===== src/rtl/axis_pkt_rr_arbiter.sv =====
// Packet-granular round-robin arbiter feeding the 64->512 width converter.
// A granted source owns the output until its TLAST handshake; beats are tagged with the source ID.
//
// state | meaning
// IDLE  | no grant; pick the next requester after last_grant, outputs quiet
// BUSY  | granted source passes straight through until its TLAST handshake
module axis_pkt_rr_arbiter #(
  parameter int NUM_SRC    = 4,
  parameter int DATA_WIDTH = 64,
  parameter int ID_W       = 2,
  parameter int CNT_W      = 16
) (
  input  logic                          aclk,
  input  logic                          aresetn,
  input  logic [NUM_SRC-1:0]            src_enable,
  input  logic [NUM_SRC*DATA_WIDTH-1:0] S_AXIS_TDATA,
  input  logic [NUM_SRC-1:0]            S_AXIS_TVALID,
  input  logic [NUM_SRC-1:0]            S_AXIS_TLAST,
  output logic [NUM_SRC-1:0]            S_AXIS_TREADY,
  output logic [DATA_WIDTH-1:0]         M_AXIS_TDATA,
  output logic                          M_AXIS_TVALID,
  output logic                          M_AXIS_TLAST,
  input  logic                          M_AXIS_TREADY,
  output logic [ID_W-1:0]               M_AXIS_TID,
  output logic                          busy,
  output logic                          pkt_done,
  output logic [ID_W-1:0]               pkt_src,
  output logic [CNT_W-1:0]              pkt_beats
);

  typedef enum logic {IDLE, BUSY} state_t;

  state_t             state, state_nxt;
  logic [ID_W-1:0]    grant, last_grant, winner, idx;
  logic [CNT_W-1:0]   beat_cnt, beat_inc;
  logic [NUM_SRC-1:0] req;
  logic               found, hs;

  assign req      = S_AXIS_TVALID & src_enable;
  assign hs       = M_AXIS_TVALID & M_AXIS_TREADY;
  assign beat_inc = (&beat_cnt) ? beat_cnt : beat_cnt + 1'b1;
  assign busy     = (state == BUSY);

  // Scan starts one past the previous winner and wraps at NUM_SRC, not at 2**ID_W.
  always_comb begin
    winner = '0;
    found  = 1'b0;
    idx    = last_grant;
    for (int k = 0; k < NUM_SRC; k++) begin
      idx = (idx == ID_W'(NUM_SRC - 1)) ? '0 : idx + 1'b1;
      if (!found && req[idx]) begin
        found  = 1'b1;
        winner = idx;
      end
    end
  end

  always_comb begin
    state_nxt     = state;
    M_AXIS_TDATA  = '0;
    M_AXIS_TVALID = 1'b0;
    M_AXIS_TLAST  = 1'b0;
    M_AXIS_TID    = '0;
    S_AXIS_TREADY = '0;
    case (state)
      IDLE: begin
        if (found) state_nxt = BUSY;
      end
      BUSY: begin
        M_AXIS_TDATA         = S_AXIS_TDATA[int'(grant)*DATA_WIDTH +: DATA_WIDTH];
        M_AXIS_TVALID        = S_AXIS_TVALID[grant];
        M_AXIS_TLAST         = S_AXIS_TLAST[grant];
        M_AXIS_TID           = grant;
        S_AXIS_TREADY[grant] = M_AXIS_TREADY;
        if (M_AXIS_TVALID && M_AXIS_TREADY && M_AXIS_TLAST) state_nxt = IDLE;
      end
      default: state_nxt = IDLE;
    endcase
  end

  always_ff @(posedge aclk or negedge aresetn) begin
    if (!aresetn) begin
      state      <= IDLE;
      grant      <= '0;
      last_grant <= ID_W'(NUM_SRC - 1);
      beat_cnt   <= '0;
      pkt_done   <= 1'b0;
      pkt_src    <= '0;
      pkt_beats  <= '0;
    end else begin
      state    <= state_nxt;
      pkt_done <= 1'b0;
      if (state == IDLE && found) begin
        grant    <= winner;
        beat_cnt <= '0;
      end
      if (hs) begin
        beat_cnt <= beat_inc;
        if (M_AXIS_TLAST) begin
          last_grant <= grant;
          pkt_done   <= 1'b1;
          pkt_src    <= grant;
          pkt_beats  <= beat_inc;
        end
      end
    end
  end

endmodule


===== config.mk =====
export PLATFORM = sky130hd
export DESIGN_NAME = axis_pkt_rr_arbiter
export DESIGN_NICKNAME = d
export VERILOG_FILES = /design/src/rtl/axis_pkt_rr_arbiter.sv
export SDC_FILE = /design/constraint.sdc
export NUM_CORES = 1
export LEC_CHECK = 0
export BUFFER_PORTS_ARGS = -buffer_cell sky130_fd_sc_hd__buf_2
export CAP_MARGIN = 10
export CORE_AREA = 2 2 141 143
export CTS_CLUSTER_SIZE = 8
export DETAILED_ROUTE_END_ITERATION = 10
export DIE_AREA = 0 0 143 145
export GPL_TIMING_DRIVEN = 0
export SYNTH_ARGS = -nofsm -noshare
export SYNTH_HDL_FRONTEND = slang
export SYNTH_SLANG_ARGS = --single-unit

===== constraint.sdc =====
create_clock -name aclk -period 4.6 [get_ports aclk]
set_input_delay 0.92 -clock aclk [delete_from_list [all_inputs] [get_ports aclk]]
set_output_delay 0.92 -clock aclk [all_outputs]
set_load 0.05 [all_outputs]

==> flow_summary.json <==
{
  "synth_ff_type": "dfrtp_1",
  "ys_types": 56,
  "stdcell_area_mm2": 0.00658,
  "min_path_type": "flop to flop",
  "drc_errors": 0,
  "ant_nets": 0,
  "power_frac_clock_pct": 8.2,
  "cts_tree": "done",
  "rsz0062_at_grt": "false",
  "critPathLaunchType": "flop",
  "ctsResizeCount": 0,
  "p_comb_share_pct": 81.0,
  "synthTopCellsByArea": "mux4_2 (35%), dfrtp_1 (22%), and2_1 (10%)",
  "holdBufCountCts": 0,
  "end_kind": "output port",
  "p_seq_share_pct": 10.8,
  "ys_warn_count": 0,
  "period_needed_ps": 3640,
  "root_buffer": "clkbuf_16",
  "dpl.hpwl_um": 19400,
  "start_util_pct": 22.2,
  "pre_cts_ws_ps": 1250,
  "cts_max_level": 2,
  "drive_above_1_share_pct": 60.9,
  "cts_sinks": 40,
  "firstDrtPassIters": 5,
  "yosysSeqAreaShare_pct": 23.5,
  "finalPower_mw": 4.49,
  "internal_power_mw": 1.80,
  "synth_edf_count": 0,
  "async_reset_ff_share_pct": 100,
  "maxCapViolations": 0,
  "final.setup_skew_ps": 4.80,
  "ios": 363,
  "clk_path_buf_depth": 2,
  "drtIter0Drc": 355,
  "worstPathMaxFanout": 10,
  "avgViaCountPerCell": 4.90,
  "yosys-top-cells-count": "and2_1 (71), mux4_2 (66), dfrtp_1 (38), nand2_1 (33), nor2_1 (20)",
  "post-route-util_pct": 34.3,
  "grt_pass1_wl_um": 32500,
  "arrival_ps": 2720,
  "routed_wl_um": 22600,
  "antenna_found_initial": 5,
  "num-nets-final": 1044,
  "yosys.cell_count.top_type": "and2_1",
  "power.leakage_nw": 3.11,
  "status": "finished clean",
  "swShare_pct": 59.9,
  "setup_tns_ps": 0,
  "ir_drop_uv": 249,
  "synth_top_area_share_pct": 34.8,
  "wl_per_cell_um": 21.7,
  "grt_pass1_vias": 5098,
  "clk_latency_ps": 280,
  "clk_pin_slew_ps": 60,
  "synth_nets": 675,
  "worstMarginPinSlew_ps": 962,
  "place_congestion": 0.905,
  "io_buffers": 362,
  "finalCritPeriodShare_pct": 79.1,
  "placed_area_mm2": 0.00641,
  "power.switching_mw": 2.69,
  "synth_area_mm2": 0.00427,
  "die_h_um": 145,
  "synth_area_leader_cell": "mux4_2",
  "slew_headroom_pct": 35.6,
  "critPathKind": "flop to output port",
  "cts_buffers": 5,
  "overflow": 0,
  "power_density_mw_per_mm2": 683,
  "post_cts_buffers": 0,
  "syn_to_final_growth_pct": 54.0,
  "ys_seq_elements": 40,
  "cp_data_required_time_ps": 3680,
  "setup_viol": 0,
  "postLayoutSetupSlackWorst_ps": 963,
  "num_vias": 5094,
  "die-area_mm2": 0.0207,
  "avgSynthCellArea_um2": 10.6,
  "final_max_slew_viol_count": 0,
  "n_fill_cell": 2020,
  "grt_max_degree": 41,
  "core_mm2": 0.0192,
  "grt_usage_pct": 20.9,
  "num_rows": 51,
  "die-width_um": 143,
  "fmax_mhz": 275,
  "final-hold-violation-count": 0,
  "synthCells": 402
}
[kinds of logic after synthesis]
logic type / after synthesis / synth area share, %
compound gates: 67 / 10.5
mux: 70 / 35.8
xor+xnor: 3 / 0.615
simple gates: 179 / 24.1
flops: 40 / 23.5
buf+inv: 41 / 4.89
fa+ha+maj: 2 / 0.586
[critical path, stage by stage, from the launching register on]
cell	delay (ps)
dfrtp_1	320
clkbuf_1	470
clkbuf_1	510
buf_2	380
mux4_2	360
and2_1	180
buf_2	210
[power by group through the flow]
stage	logic, mW	registers, mW	clock network [mW]
floorplan	2.55	0.659	0
global placement	3.64	0.489	0
detailed placement	3.65	0.490	0
CTS	3.66	0.485	0.370
global route	3.84	0.495	0.387
finish	3.64	0.485	0.370
[final cells by class]
| cell class | count | area [µm²] | area share [%] |
|---|---|---|---|
| repair buffers | 362 | 1810 | 27.5 |
| diodes | 3 | 7.51 | 0.114 |
| plain buffers | 39 | 201 | 3.06 |
| well taps | 265 | 332 | 5.04 |
| multi-input cells | 321 | 3060 | 46.5 |
| clock buffers | 8 | 156 | 2.38 |
| flip-flops and latches | 40 | 1000 | 15.3 |
| inverters | 2 | 7.51 | 0.114 |
[state kept, by name (all words and copies together) (netlist names)]
register / count
busy: 1
beat_cnt: 16
pkt_beats: 16
last_grant: 2
pkt_done: 1
pkt_src: 2
grant: 2
[per-stage QoR]
| stage | std cells | hold WS [ps] |
|---|---|---|
| after floorplan | 402 | 441 |
| after global placement | 1029 | 451 |
| after detailed placement | 1029 | 453 |
| after CTS | 1037 | 463 |
| after global routing | 1038 | 490 |
| final | 1040 | 464 |
[routing by layer]
metal	track usage (%)	vias up	part of all wire [%]	wire, µm
li1	-	2316	-	-
met3	5.21	34	9.3	2100
met4	4.01	4	1.7	393
met1	29.6	2473	43	9770
met5	0	-	0.10	23
met2	32.6	267	46	10300
[cell usage in the layout (no fill, tap or decap), types with 5 or more instances in the layout]
cell and count:
nor3_1 9, nand2_1 33, a21oi_1 16, o21ai_0 14, nor4_1 6, a31oi_1 8
and3_1 7, dfrtp_1 38, buf_2 378, mux4_2 66, clkbuf_1 17, nand4_1 5
and2_1 71, clkbuf_16 5, nor2_1 20, nand3_1 10, o31ai_1 5
[path summary, 6_finish.rpt]
check                              start                to  slack, ps  depth (start not counted)
setup / recovery                grant[1]  M_AXIS_TDATA[60]        960                          6
hold / removal             last_grant[1]     last_grant[1]        460                          2
setup reg to reg             beat_cnt[0]       beat_cnt[9]       2300                          5
hold reg to reg            last_grant[1]     last_grant[1]        460                          2
max in group asynchronous        aresetn      pkt_beats[7]       3230                          1
min in group asynchronous        aresetn      pkt_beats[4]        780                          1
Power figures use the tool's default switching activity.
